--- config.mk ---
export PLATFORM = sky130hd
export DESIGN_NAME = monster_line_renderer
export DESIGN_NICKNAME = d
export VERILOG_FILES = /design/src/rtl/fury_pkg.sv /design/src/rtl/monster_slot_unpack.sv /design/src/rtl/monster_line_renderer.sv
export SDC_FILE = /design/constraint.sdc
export NUM_CORES = 1
export LEC_CHECK = 0
export BUFFER_PORTS_ARGS = -buffer_cell sky130_fd_sc_hd__buf_2
export CORE_MARGIN = 3
export CORE_UTILIZATION = 40
export DETAILED_ROUTE_END_ITERATION = 8
export SLEW_MARGIN = 20
export SYNTH_ARGS = -nofsm -noshare
export SYNTH_HDL_FRONTEND = slang
export SYNTH_SLANG_ARGS = --single-unit
--- constraint.sdc ---
create_clock -name clk_vga -period 4.9 [get_ports clk_vga]
set_input_delay 0.98 -clock clk_vga [delete_from_list [all_inputs] [get_ports clk_vga]]
set_output_delay 0.98 -clock clk_vga [all_outputs]
set_load 0.01 [all_outputs]
--- src/rtl/fury_pkg.sv ---
// -----------------------------------------------------------------------------
// fury_pkg
// Shared definitions for the monster rendering path: the layout of the packed
// state_monsters bus, the direction encodings, VGA timing constants, sprite
// geometry and the per-scanline sprite list entry.
// -----------------------------------------------------------------------------
package fury_pkg;

  // Monster state bus layout: MONSTERS slots of SLOT_W bits each.
  localparam int MONSTERS = 12;
  localparam int SLOT_W   = 19;

  // Field offsets inside one slot.
  localparam int VALID  = 0;
  localparam int DIR_LO = 1;
  localparam int X_LO   = 3;
  localparam int Y_LO   = 11;

  typedef enum logic [1:0] {
    DIR_UP    = 2'd0,
    DIR_DOWN  = 2'd1,
    DIR_LEFT  = 2'd2,
    DIR_RIGHT = 2'd3
  } dir_e;

  // VGA timing, sized to match the 10-bit h_cnt / v_cnt inputs.
  localparam logic [9:0] H_ACTIVE = 10'd640;
  localparam logic [9:0] H_LAST   = 10'd799;  // H_TOTAL - 1
  localparam logic [9:0] V_ACTIVE = 10'd480;
  localparam logic [9:0] V_LAST   = 10'd524;  // V_TOTAL - 1

  // Sprite geometry and scanline list capacity.
  localparam int MAX_PER_LINE = 4;
  localparam int SCALE_SHIFT  = 1;
  localparam int SPRITE_W     = 16;
  localparam int SPRITE_H     = 16;
  localparam int COL_W        = $clog2(SPRITE_W);
  localparam int ROW_W        = $clog2(SPRITE_H);
  localparam int CNT_W        = $clog2(MAX_PER_LINE + 1);
  localparam int LIST_IDX_W   = $clog2(MAX_PER_LINE);
  localparam int SLOT_IDX_W   = $clog2(MONSTERS);

  // One sprite scheduled for a scanline: pixel x, facing and row in sprite.
  typedef struct packed {
    logic [9:0]       x_px;
    logic [1:0]       dir;
    logic [ROW_W-1:0] row;
  } entry_t;

  typedef enum logic [1:0] {
    ST_IDLE = 2'd0,
    ST_SCAN = 2'd1,
    ST_DONE = 2'd2
  } scan_state_e;

endpackage

--- src/rtl/monster_slot_unpack.sv ---
// -----------------------------------------------------------------------------
// monster_slot_unpack
// Purely combinational decode of one 19-bit monster slot into its fields, with
// the game coordinates scaled to pixel coordinates.
// Ports:
//   slot   in  SLOT_W  packed slot {y, x, dir, valid}
//   valid  out 1       slot holds a live monster
//   dir    out 2       facing (dir_e encoding)
//   x_px   out 10      x << SCALE_SHIFT
//   y_px   out 10      y << SCALE_SHIFT
// -----------------------------------------------------------------------------
module monster_slot_unpack
  import fury_pkg::*;
(
  input  logic [SLOT_W-1:0] slot,
  output logic              valid,
  output logic [1:0]        dir,
  output logic [9:0]        x_px,
  output logic [9:0]        y_px
);

  assign valid = slot[VALID];
  assign dir   = slot[DIR_LO +: 2];
  assign x_px  = {2'b00, slot[X_LO +: 8]} << SCALE_SHIFT;
  assign y_px  = {2'b00, slot[Y_LO +: 8]} << SCALE_SHIFT;

endmodule

--- src/rtl/monster_line_renderer.sv ---
// -----------------------------------------------------------------------------
// monster_line_renderer
// Snapshots the monster state bus once per frame, builds a sprite list for the
// next scanline during horizontal blank, and emits a registered per-pixel
// monster hit with direction and texel coordinates during active video.
// Optional feature: define LINE_OVERFLOW_STAT_EN to add overflow_lines, the
// saturating count of lines in the previous frame that dropped a candidate.
// Ports:
//   clk_vga         in  1    pixel clock
//   rst_n           in  1    asynchronous active-low reset
//   state_monsters  in  228  12 packed slots of 19 bits
//   h_cnt, v_cnt    in  10   current pixel column / line
//   monster_hit     out 1    pixel covered by a monster (1 cycle latency)
//   monster_dir     out 2    dir of the covering monster
//   monster_col     out 4    column inside the sprite
//   monster_row     out 4    row inside the sprite
//   line_overflow   out 1    sticky per frame: a line had too many candidates
//   overflow_lines  out 8    (LINE_OVERFLOW_STAT_EN only) lines that dropped
// -----------------------------------------------------------------------------
module monster_line_renderer
  import fury_pkg::*;
(
  input  logic                       clk_vga,
  input  logic                       rst_n,
  input  logic [MONSTERS*SLOT_W-1:0] state_monsters,
  input  logic [9:0]                 h_cnt,
  input  logic [9:0]                 v_cnt,
  output logic                       monster_hit,
  output logic [1:0]                 monster_dir,
  output logic [COL_W-1:0]           monster_col,
  output logic [ROW_W-1:0]           monster_row,
  output logic                       line_overflow
`ifdef LINE_OVERFLOW_STAT_EN
  ,
  output logic [7:0]                 overflow_lines
`endif
);

  localparam logic [SLOT_IDX_W-1:0] LAST_IDX = SLOT_IDX_W'(MONSTERS - 1);
  localparam logic [CNT_W-1:0]      FULL_CNT = CNT_W'(MAX_PER_LINE);

  scan_state_e                         state, state_nxt;
  logic [MONSTERS-1:0][SLOT_W-1:0]     shadow;
  logic [SLOT_IDX_W-1:0]               scan_idx;
  logic [9:0]                          target;
  entry_t [MAX_PER_LINE-1:0]           eval_list, disp_list;
  logic [CNT_W-1:0]                    eval_cnt, disp_cnt;

  logic       snap, scan_start, list_full, cand, drop;
  logic       s_valid;
  logic [1:0] s_dir;
  logic [9:0] s_x_px, s_y_px, y_end;
  entry_t     new_entry;

  assign snap       = (v_cnt == V_LAST) && (h_cnt == H_ACTIVE);
  assign scan_start = (state == ST_IDLE) && (h_cnt == H_ACTIVE);
  assign list_full  = (eval_cnt == FULL_CNT);

  // Single decoder on the slot mux output; SCAN walks it over the shadow copy.
  monster_slot_unpack u_unpack (
    .slot  (shadow[scan_idx]),
    .valid (s_valid),
    .dir   (s_dir),
    .x_px  (s_x_px),
    .y_px  (s_y_px)
  );

  // y_px tops out at 510, so y_px + SPRITE_H still fits in 10 bits.
  assign y_end = s_y_px + 10'(SPRITE_H);
  // Lines below the active area never collect sprites.
  assign cand  = (state == ST_SCAN) && s_valid && (target < V_ACTIVE) &&
                 (s_y_px <= target) && (target < y_end);
  assign drop  = cand && list_full;

  assign new_entry.x_px = s_x_px;
  assign new_entry.dir  = s_dir;
  assign new_entry.row  = ROW_W'(target - s_y_px);

  // ---------------------------------------------------------------------------
  // Evaluation FSM
  // ---------------------------------------------------------------------------
  always_ff @(posedge clk_vga or negedge rst_n) begin
    if (!rst_n) state <= ST_IDLE;
    else        state <= state_nxt;
  end

  always_comb begin
    // NOTE: default assigned first so every path drives state_nxt; no latch.
    state_nxt = state;
    case (state)
      ST_IDLE: if (h_cnt == H_ACTIVE)  state_nxt = ST_SCAN;
      ST_SCAN: if (scan_idx == LAST_IDX) state_nxt = ST_DONE;
      ST_DONE: if (h_cnt == H_LAST)    state_nxt = ST_IDLE;
      default: state_nxt = ST_IDLE;
    endcase
  end

  // NOTE: the sprite lists and snapshot are plain flops, not RAM, so they are
  // cleared on reset; no stale sprite can appear after a mid-frame reset.
  always_ff @(posedge clk_vga or negedge rst_n) begin
    if (!rst_n) begin
      shadow    <= '0;
      scan_idx  <= '0;
      target    <= '0;
      eval_list <= '0;
      eval_cnt  <= '0;
      disp_list <= '0;
      disp_cnt  <= '0;
    end else begin
      // NOTE: non-blocking assignments in clocked logic so every register
      // samples pre-edge values regardless of statement order.
      if (snap) shadow <= state_monsters;

      if (scan_start) begin
        scan_idx  <= '0;
        target    <= (v_cnt == V_LAST) ? 10'd0 : v_cnt + 10'd1;
        eval_list <= '0;
        eval_cnt  <= '0;
      end else if (state == ST_SCAN) begin
        scan_idx <= scan_idx + 1'b1;
        if (cand && !list_full) begin
          eval_list[eval_cnt[LIST_IDX_W-1:0]] <= new_entry;
          eval_cnt <= eval_cnt + 1'b1;
        end
      end

      if (h_cnt == H_LAST) begin
        disp_list <= eval_list;
        disp_cnt  <= eval_cnt;
      end
    end
  end

  always_ff @(posedge clk_vga or negedge rst_n) begin
    if (!rst_n)     line_overflow <= 1'b0;
    else if (snap)  line_overflow <= 1'b0;
    else if (drop)  line_overflow <= 1'b1;
  end

`ifdef LINE_OVERFLOW_STAT_EN
  logic       line_dropped;
  logic [7:0] ovf_cnt;

  always_ff @(posedge clk_vga or negedge rst_n) begin
    if (!rst_n) begin
      line_dropped   <= 1'b0;
      ovf_cnt        <= '0;
      overflow_lines <= '0;
    end else begin
      if (scan_start)  line_dropped <= 1'b0;
      else if (drop)   line_dropped <= 1'b1;

      if (snap) begin
        overflow_lines <= ovf_cnt;
        ovf_cnt        <= '0;
      end else if ((state == ST_SCAN) && (scan_idx == LAST_IDX) &&
                   (line_dropped || drop) && (ovf_cnt != 8'hFF)) begin
        ovf_cnt <= ovf_cnt + 8'd1;
      end
    end
  end
`endif

  // ---------------------------------------------------------------------------
  // Display: per-pixel lookup in the current line's list, registered output.
  // ---------------------------------------------------------------------------
  logic                 hit_nxt;
  logic [1:0]           dir_nxt;
  logic [COL_W-1:0]     col_nxt;
  logic [ROW_W-1:0]     row_nxt;

  always_comb begin
    hit_nxt = 1'b0;
    dir_nxt = '0;
    col_nxt = '0;
    row_nxt = '0;
    if ((h_cnt < H_ACTIVE) && (v_cnt < V_ACTIVE)) begin
      // Walk from the highest position down so the lowest-index entry, which
      // came from the lowest slot, is the last writer and wins.
      for (int i = MAX_PER_LINE - 1; i >= 0; i--) begin
        if ((CNT_W'(i) < disp_cnt) &&
            ({1'b0, h_cnt} >= {1'b0, disp_list[i].x_px}) &&
            ({1'b0, h_cnt} <  ({1'b0, disp_list[i].x_px} + 11'(SPRITE_W)))) begin
          hit_nxt = 1'b1;
          dir_nxt = disp_list[i].dir;
          col_nxt = COL_W'(h_cnt - disp_list[i].x_px);
          row_nxt = disp_list[i].row;
        end
      end
    end
  end

  always_ff @(posedge clk_vga or negedge rst_n) begin
    if (!rst_n) begin
      monster_hit <= 1'b0;
      monster_dir <= '0;
      monster_col <= '0;
      monster_row <= '0;
    end else begin
      monster_hit <= hit_nxt;
      monster_dir <= dir_nxt;
      monster_col <= col_nxt;
      monster_row <= row_nxt;
    end
  end

endmodule

# After elaboration in Yosys (flattened, before gate mapping)
# Cells that the tools add are included.
[totals]
in_bits = 250
word_cells = 154
ff_bits = 390
out_inout_bits = 12
[classes]
reduce_logical = 25
n_addsub = 13
order_cmp = 20
muxes = 40
n_eq_ne = 10
[ops]
columns = ["operator", "count"]
rows = [
  ["$mux 64", 3],
  ["$bmux 19 s4", 1],
  ["$bwmux 64", 1],
  ["$mux 4", 12],
  ["$add 10x5->11 const B", 4],
  ["$lt 10x11->1", 4],
  ["$ge 10x10->1", 4],
  ["$demux 16 s2", 1],
  ["$eq 10x10->1 const B", 3],
  ["$lt 10x9->1 const B", 2],
  ["$sub 4x4->4", 5],
  ["$mux 19", 1],
  ["$logic_and 1x1->1", 18],
  ["$mux 16", 1],
  ["$mux 2", 8],
  ["$add 10x1->10 const B", 1],
  ["$add 9x5->10 const B", 1],
  ["$le 9x10->1", 1],
  ["$lt 10x10->1", 1],
  ["$lt 10x10->1 const B", 1],
  ["$mux 10", 1],
  ["$mux 3", 3],
  ["$mux 1", 7],
  ["$lt 1x3->1 const A", 2],
  ["other kinds (18)", 22],
]

# Longest topological paths before layout
# Gate-level depths: netlist of run 1.
[logic_depth]
depth_word = 10
depth_mapped = 17
mapped_depth_nobuf = 13

# Cells and area by module
# Synthesis of run 1 repeated with hierarchy kept, for this count alone.
[unflattened]
cells_unflattened = 1610
area_unflattened_um2 = 19610.1
[modules_own_cells]
columns = ["module", "seq_area_each_um2", "cells_each", "n_inst", "area_per_inst_um2"]
rows = [
  ["monster_line_renderer", 9759.4, 1586, 1, 19433.6],
  ["monster_slot_unpack", 0.0, 24, 1, 176.4],
]

# Worst setup path before layout of run 1
# OpenSTA, ideal clock, no wires.
[synth_timing]
kind = "reg2reg"
startpoint = "reg scan_idx[0]"
endpoint = "reg eval_list[52] (netlist name)"
t_required_ns = 4.768
slack_ns = 0.796
setup_ns = 0.132
arrival_ns = 3.971
period_less_slack_ns = 4.104
n_path_buf = 4
path_stages_with_launch = 17
cell_sequence = "dfrtp_1 buf_6 buf_2 buf_2 mux4_2 mux2i_1 o22a_1 inv_1 ha_1 a211o_1 a221oi_2 o22ai_1 a2111oi_4 nand3_2 buf_6 nand3_1 o21ai_1"
[synth_between]
elab_chain_cells = 9
elab_cells_between_ends = 16
cone_classes = "1 x add/sub; 2 x order compare; 6 x mux; 7 x reduce/logical"
[synth_lines]
columns = ["item", "line_no", "rtl"]
rows = [
  ["start, declared", "monster_line_renderer.sv:44", "logic [SLOT_IDX_W-1:0] scan_idx;"],
  ["start signal, assigned", "monster_line_renderer.sv:120", "scan_idx <= scan_idx + 1'b1;"],
  ["$bmux 19 s4 (*)", "monster_line_renderer.sv:61", ".slot (shadow[scan_idx]),"],
  ["$mux 19 (not written as such) (*)", "monster_line_renderer.sv:61", ""],
  ["branches (longest 7 deep; another with $add 9x5->10)", "--", ""],
  ["end signal, assigned by index", "monster_line_renderer.sv:122", "eval_list[eval_cnt[LIST_IDX_W-1:0]] <= new_entry;"],
  ["end, declared", "monster_line_renderer.sv:46", "entry_t [MAX_PER_LINE-1:0] eval_list, disp_list;"],
]
# Mark *: on every way between the ends. The select of a mux whose other input is x is not followed.
# A chain may end at the register's enable or synchronous reset.

# Final worst setup path of run 1
[layout_timing]
startpoint = "reg scan_idx[0]"
endpoint = "reg eval_list[59] (netlist name)"
# The elaborated chain is that of the path after synthesis.

==> reports/qor.txt, run 1 <==
=================================================================================================
Net switching power                                                                     0.00198 W
Most frequent cells in the layout                                                    sky130_fd_sc_hd__dfrtp_1 (372), sky130_fd_sc_hd__buf_2 (260), sky130_fd_sc_hd__mux2_2 (253)
Input/output buffers                                                                          261
Worst slack at placement                                                                 0.368 ns
CTS H-Tree Depth                                                                                2
Final-report setup violation count                                                              0
Final routed wire length divided by cell count                                            20.7 µm
Count of boundary I/O pins                                                                    262
Die Wd                                                                                     221 µm
Highest ir drop seen on vdd                                                            0.000248 V
Post-route cell area                                                                    21800 µm²
Core Region                                                                             45500 µm²
Setup_tns                                                                                    0 ns
Achievable frequency                                                                      222 MHz
Classification of the worst-slack hold path                                               reg2reg
Row count                                                                                      78
Post-DP HPWL                                                                              35.6 mm
CP Buf/Inv Count                                                                                1
Number of distinct library cell variants in the gate-level netlist after synthesis             58
Internal Dissipation                                                                    0.00549 W
1st-iter DRT viols                                                                            794
Total leakage power                                                                       10.8 nW
Ordered list of cells on the worst path                                              mux4_2, mux2i_1, o21ai_0, nand3_1, xor2_1, ha_1, a211o_1, nor2_1, a211oi_1, a2111oi_4, buf_4, nand3_2, nand3_1, o21ai_1
Number of antenna violations at the first check in global routing                              27
Worst path top cell family by delay                                                  compound AO/OA/AOI/OAI gates
Last weighted congestion value of the routability-driven placer                             0.835
Sum of overflow across all layers after global routing                                          0
NumNets Final                                                                                2045
Routed WL                                                                                 48.5 mm
Area of the mapped netlist                                                              18400 µm²
Cells after synthesis                                                                        1450
Number of global-route vias before repair                                                   13200
Die Span Y                                                                                 221 µm
Post-CTS Hold Buffers                                                                           0
Part of the Yosys area used for sequential elements                                         50.7%
Setup CP Type                                                                             reg2reg
Number of endpoints with negative hold slack in the final report                                0
First-pass GRT wire length                                                                76.8 mm
Worst Setup End Kind                                                                         flop
Max Slew Vio Count                                                                              0
MaxCap Viol Count                                                                               0
Largest clock skew in the final design                                                  0.0172 ns
Hold WS                                                                                  0.480 ns
Crit path max fanout                                                                           30
DP Area                                                                                 20400 µm²
Post-synth EDFFs                                                                                0
Syn. warnings                                                                                   0
Relative slew margins                                                                       37.3%
CP Data Arrival Time                                                                      4.91 ns
Top cell by count, worst path                                                        sky130_fd_sc_hd__nand3_1
Syn avg cell area                                                                        12.7 µm²
Via density per instance                                                                     5.39
Critical Path RT                                                                          5.30 ns
Final Util                                                                                  47.8%
Slowest cell delay on critical path                                                       0.66 ns
CTS tree                                                                                     done
Power Density                                                                          343 nW/µm²
Total track usage                                                                           20.4%
Final worst path period need                                                              4.51 ns
Number of sinks driven by the clock tree                                                      374
RSZ-0062 raised after global routing                                                        false
Layout cell share with drive strength beyond 1                                              38.5%
Effective utilization at floorplan                                                          40.6%
Startpoint Class                                                                             flop
CTS max path bufs                                                                               3
Final Cycle Share                                                                           91.9%
Number of cells upsized or downsized after cts                                                  0
Number of search-and-repair iterations in the first detailed-routing pass                       5
Clock-pin transition on the worst setup and hold timing paths                             0.06 ns
Net switching share of the total power                                                      26.5%
TritonCTS Buffers                                                                              43
Flip-flop cell with the highest count after synthesis                                sky130_fd_sc_hd__dfrtp_1
Comb pwr share                                                                              14.3%
Actual slew at the worst max-slew pin                                                    0.941 ns
Count of nets left with antenna violations after detail routing                                 0
Detailed-route DRC error count                                                                  0
Maximum number of pins on one net before global-route repair                                  121
Flop and latch count out of synthesis                                                         374
Clock latency at the later pin of the worst-skew pair                                     0.56 ns
Run status                                                                           finished, final reports clean
Power share of the sequential group                                                         44.1%
Most common library cell in the layout ignoring fill and taps                        sky130_fd_sc_hd__dfrtp_1
Signed area change from the synthesized netlist to the final layout                         18.0%
CTS Root Buffer Type                                                                 sky130_fd_sc_hd__clkbuf_16
FFs w/ async S/R, synth                                                                      100%
Post-CTS setup buffer count                                                                     0
Die Outline Area                                                                        48700 µm²
Master of the slowest instance on the critical path                                  sky130_fd_sc_hd__dfrtp_4
Via count                                                                                   12600
Worst path setup slack after routing                                                     0.395 ns
Clock network power share                                                                   41.6%
=================================================================================================
-- through the flow --
stage / total power [W] / std cells
floorplan: 0.00401 / 1453
global placement: 0.00443 / 2261
detailed placement: 0.00444 / 2261
CTS: 0.00758 / 2334
global route: 0.00782 / 2337
finish: 0.00747 / 2344
-- cell usage after synthesis (6+ instances only) --
cell type                   instances  share of area (%)
sky130_fd_sc_hd__mux2_2           253                 15
sky130_fd_sc_hd__o2111ai_1          6               0.28
sky130_fd_sc_hd__nand2_1           69                1.4
sky130_fd_sc_hd__xor2_1            11               0.52
sky130_fd_sc_hd__mux2i_1           21                1.1
sky130_fd_sc_hd__a211o_1            6               0.28
sky130_fd_sc_hd__nor3_1            11               0.30
sky130_fd_sc_hd__a21oi_1           28               0.76
sky130_fd_sc_hd__buf_2             31               0.84
sky130_fd_sc_hd__xnor2_1           22                1.0
sky130_fd_sc_hd__mux4_2            55                6.7
sky130_fd_sc_hd__a211oi_1           6               0.24
sky130_fd_sc_hd__buf_6             11               0.67
sky130_fd_sc_hd__clkbuf_1          24               0.49
sky130_fd_sc_hd__a21o_1             7               0.28
sky130_fd_sc_hd__o211ai_1           7               0.28
sky130_fd_sc_hd__o21ai_1           54                1.5
sky130_fd_sc_hd__o21ai_0           71                1.9
sky130_fd_sc_hd__inv_1             63                1.3
sky130_fd_sc_hd__buf_1             10               0.20
sky130_fd_sc_hd__nand3_1           96                2.6
sky130_fd_sc_hd__nor2_1            33               0.67
sky130_fd_sc_hd__a31oi_1            8               0.27
sky130_fd_sc_hd__nor2b_1            7               0.24
sky130_fd_sc_hd__ha_1              84                5.7
sky130_fd_sc_hd__dfrtp_1          374                 51
sky130_fd_sc_hd__nand2b_1          10               0.34
-- path summary, 6_finish.rpt --
path                       slack [ns]  depth (start not counted)           from       endpoint
setup / recovery                 0.39                         14    scan_idx[0]  eval_list[59]
hold / removal                   0.48                          2  eval_list[62]  disp_list[62]
setup reg to reg                 0.39                         14    scan_idx[0]  eval_list[59]
hold reg to reg                  0.48                          2  eval_list[62]  disp_list[62]
max in group asynchronous        3.28                          2          rst_n  eval_list[61]
min in group asynchronous        0.49                          1          rst_n     shadow[60]
-- cells by family after synthesis --
family	Yosys count	share of synthesized area, %
buf+inv	139	3.49
flops	374	50.7
fa+ha+maj	89	6.24
mux	329	23.3
simple gates	257	6.98
xor+xnor	33	1.57
compound gates	228	7.67
other cells	1	0.0203
-- state kept, by name, summed over array words and instances (netlist names) --
signal	cells
eval_cnt	3
line_overflow	1
shadow	228
target	10
eval_list	56
scan_idx	4
monster_row	4
monster_col	4
monster_hit	1
state	2
disp_list	56
disp_cnt	3
monster_dir	2
-- routing by layer --
layer | vias up | part of all wire (%) | global-route usage (%)
li1 | 5820 | - | -
met1 | 6368 | 44 | 27.7
met2 | 307 | 46 | 31.6
met3 | 97 | 7.7 | 6.33
met4 | 34 | 2.3 | 5.93
met5 | - | 0.43 | 0
-- layout make-up --
| cell class | instances | area, µm² |
|---|---|---|
| sequential | 374 | 9360 |
| timing repair buffer | 284 | 1560 |
| clock inverter | 9 | 105 |
| fill | 4180 | 23700 |
| multi-input combinational | 940 | 8470 |
| antenna | 10 | 25.0 |
| tap | 600 | 751 |
| clock buffer | 64 | 1240 |
| inverter | 63 | 236 |
-- worst reg2reg max path, delay by kind of cell, from the launching register on --
kind                     cells  cell delay [ns]
multiplexers                 2             0.50
AO/OA/AOI/OAI                5             1.37
adder cells (fa/ha/maj)      1             0.32
buffers and inverters        1             0.23
AND/OR/NAND/NOR              4             1.08
flip-flops                   1             0.66
XOR/XNOR                     1             0.19
-- power groups by stage --
stage	Sequential [W]	Clock (W)	Combinational [W]
after floorplan	0.00325	0	0.000765
after global placement	0.00335	0	0.00108
after detailed placement	0.00335	0	0.00109
after CTS	0.00330	0.00319	0.00110
after global routing	0.00331	0.00333	0.00118
final	0.00329	0.00311	0.00107
No activity file was read; power rests on OpenSTA's default activity.
==> run 2: changes to the inputs <==
--- a/config.mk
+++ b/config.mk
@@ -9,7 +9,9 @@
 export CORE_MARGIN = 3
 export CORE_UTILIZATION = 40
 export DETAILED_ROUTE_END_ITERATION = 8
+export PLACE_DENSITY = 0.69
 export SLEW_MARGIN = 20
 export SYNTH_ARGS = -nofsm -noshare
 export SYNTH_HDL_FRONTEND = slang
 export SYNTH_SLANG_ARGS = --single-unit
+export TNS_END_PERCENT = 10
==> run 2 against run 1 <==
Against the previous run:
- clock power is 2% lower
- critical path depth unchanged
- clock skew is 0.013 ns higher
- via count up 0.70%
- worst setup slack improved by 0.15 ns
- global-route usage shrank 0.54 points
- sequential share of layout area about the same
- largest power group unchanged
- register-to-register slack gained 0.15 ns
- core utilization is essentially flat
- fmax up 3.4%
- die area did not move
- combinational power up 5%
==> reports/qor.txt, run 2 (same netlist as run 1, synthesis figures left out) <==
========================================================================================
Run status                                                                  finished, final reports clean
CP Data Arrival Time                                                             4.77 ns   -0.14 ns
Layout cell share with drive strength beyond 1                                     38.8%   +0.28 points
Relative slew margins                                                              40.1%   +2.8 points
Leading registers by flop count                                             shadow: 228 flops, disp_list: 56 flops, eval_list: 56 flops
Max Slew Vio Count                                                                     0   unchanged
Setup CP Type                                                                    reg2reg
Critical Path RT                                                                 5.31 ns   about the same
Most common library cell in the layout ignoring fill and taps               sky130_fd_sc_hd__dfrtp_1
NumNets Final                                                                       2042   -0.15%
Flip-flop count of the largest register after layout                                 228   unchanged
Multi-input combinational cell area                                             8460 µm²   about the same
Final Cycle Share                                                                  89.0%   -3.0 points
Total leakage power                                                              10.8 nW   about the same
Sum of overflow across all layers after global routing                                 0   unchanged
Met2 wirelength from detailed routing                                            22.1 mm   about the same
Number of endpoints with negative hold slack in the final report                       0   unchanged
Setup_tns                                                                           0 ns   unchanged
Maximum number of pins on one net before global-route repair                         155   +28%
Final-report setup violation count                                                     0   unchanged
Number of global-route vias before repair                                          13200   +0.15%
Last weighted congestion value of the routability-driven placer                    0.882   +5.6%
RSZ-0062 raised after global routing                                               false
Core Region                                                                    45500 µm²   unchanged
Detailed-route DRC error count                                                         0   unchanged
Clock-pin transition on the worst setup and hold timing paths                    0.06 ns   about the same
Total track usage                                                                  19.8%   -0.54 points
FF+latch area                                                                   9360 µm²   unchanged
MaxCap Viol Count                                                                      0   unchanged
Signed area change from the synthesized netlist to the final layout                17.9%   about the same
Count of boundary I/O pins                                                           262   unchanged
TritonCTS Buffers                                                                     41   -4.7%
Worst path setup slack after routing                                            0.541 ns   +0.146 ns
Die Outline Area                                                               48700 µm²   unchanged
Final routed wire length divided by cell count                                   20.5 µm   -1.0%
Row count                                                                             78   unchanged
Number of search-and-repair iterations in the first detailed-routing pass              8   +3
Post-route cell area                                                           21800 µm²   about the same
Power Density                                                                 344 nW/µm²   about the same
1st-iter DRT viols                                                                   791   -0.38%
Achievable frequency                                                             229 MHz   +3.4%
CTS H-Tree Depth                                                                       2   unchanged
Final worst path period need                                                     4.36 ns   -0.146 ns
Classification of the worst-slack hold path                                     in2async
Met3 WL post-DR                                                                  4.04 mm   +8.5%
PnR Total Power                                                                0.00747 W   about the same
First-pass GRT wire length                                                       75.1 mm   -2.3%
Routed WL                                                                        48.0 mm   -1.1%
Top register by number of flip-flops                                              shadow
Highest routed layer                                                                met5
Die Wd                                                                            221 µm   unchanged
DP Area                                                                        20400 µm²   -0.13%
Metal-1 WL                                                                       20.5 mm   -4.2%
Number of sinks driven by the clock tree                                             374   unchanged
Crit path max fanout                                                                  30   unchanged
Number of cells upsized or downsized after cts                                         0   unchanged
CTS tree                                                                            done
Worst Setup End Kind                                                                flop
Number of antenna violations at the first check in global routing                     28   +3.7%
Largest clock skew in the final design                                         0.0299 ns   +0.0127 ns
Count of nets left with antenna violations after detail routing                        0   unchanged
Effective utilization at floorplan                                                 40.6%   unchanged
Via count                                                                          12700   +0.70%
Die Span Y                                                                        221 µm   unchanged
Fill cell total of the finished layout                                              4090   -2.2%
Clock latency at the later pin of the worst-skew pair                            0.57 ns   about the same
CTS Root Buffer Type                                                        sky130_fd_sc_hd__clkbuf_16
Worst slack at placement                                                        0.400 ns   +0.0319 ns
Most frequent cells in the layout                                           sky130_fd_sc_hd__dfrtp_1 (372), sky130_fd_sc_hd__buf_2 (260), sky130_fd_sc_hd__mux2_2 (253)
CTS max path bufs                                                                      3   unchanged
Via density per instance                                                            5.43   +0.83%
Actual slew at the worst max-slew pin                                           0.899 ns   -0.0417 ns
Post-DP HPWL                                                                     35.0 mm   -1.5%
Input/output buffers                                                                 261   unchanged
Highest ir drop seen on vdd                                                   0.000260 V   +4.8%
Startpoint Class                                                                    flop
========================================================================================
## run 2: changes by cell type in the layout (fill, tap and decap cells not counted), sizes merged
cell,delta
clkinvlp,+2
clkbuf,-7
clkinv,+2
buf,-1
diode,+2
bufinv,-1
## run 2: what timing repair did
item | CTS | global route
setup endpoints to repair | 0 | 1
hold buffers | 0 | 0
setup buffers | 0 | 1
## run 2: critical path, stage by stage (launching register included)
cell	delay, ns
sky130_fd_sc_hd__dfrtp_4	0.64
sky130_fd_sc_hd__mux4_2	0.39
sky130_fd_sc_hd__mux2i_1	0.08
sky130_fd_sc_hd__o21ai_0	0.48
sky130_fd_sc_hd__nand3_1	0.22
sky130_fd_sc_hd__xor2_1	0.20
sky130_fd_sc_hd__ha_1	0.32
sky130_fd_sc_hd__a211o_1	0.27
sky130_fd_sc_hd__nor2_1	0.10
sky130_fd_sc_hd__a211oi_1	0.12
sky130_fd_sc_hd__a2111oi_4	0.32
sky130_fd_sc_hd__buf_4	0.23
sky130_fd_sc_hd__nand3_2	0.46
sky130_fd_sc_hd__nand3_1	0.27
sky130_fd_sc_hd__o21ai_1	0.08
## run 2: final timing paths
path	startpoint	end	slack (ns)	cells after the start
worst max-delay path	scan_idx[0]	eval_list[60]	0.54	14
worst min-delay path	rst_n	shadow[93]	0.38	1
worst max register to register	scan_idx[0]	eval_list[60]	0.54	14
worst min register to register	eval_list[9]	disp_list[9]	0.48	2
max in group asynchronous	rst_n	disp_list[61]	3.41	2
min in group clk_vga	eval_list[9]	disp_list[9]	0.48	2
## run 2: final cells by class
| type | count | share of cell area, % |
|---|---|---|
| diodes | 12 | 0.138 |
| clock buffers | 57 | 5.60 |
| clock inverters | 12 | 0.575 |
| inverters | 63 | 1.09 |
| multi-input cells | 940 | 38.9 |
| flip-flops and latches | 374 | 43.1 |
| well taps | 600 | 3.45 |
| repair buffers | 283 | 7.19 |
## run 2: report_power, final
group	internal, W	total (W)	switching [W]
logic	0.000510	0.00112	0.000610
clock network	0.00179	0.00306	0.00127
registers	0.00316	0.00329	0.000130
total	0.00546	0.00747	0.00201
## run 2: stage by stage
step | hold slack, ns | std cells | utilization [%]
floorplan | 0.449 | 1453 | -
global placement | 0.458 | 2259 | 44.7
detailed placement | 0.472 | 2259 | 44.7
CTS | 0.390 | 2328 | 47.7
global route | 0.419 | 2335 | 47.8
finish | 0.376 | 2341 | 47.8
## run 2: metal layers
layer	GRT usage [%]	up-vias
li1	-	5806
met1	26.5	6355
met2	31.2	417
met3	6.32	104
met4	5.78	32
met5	0	-
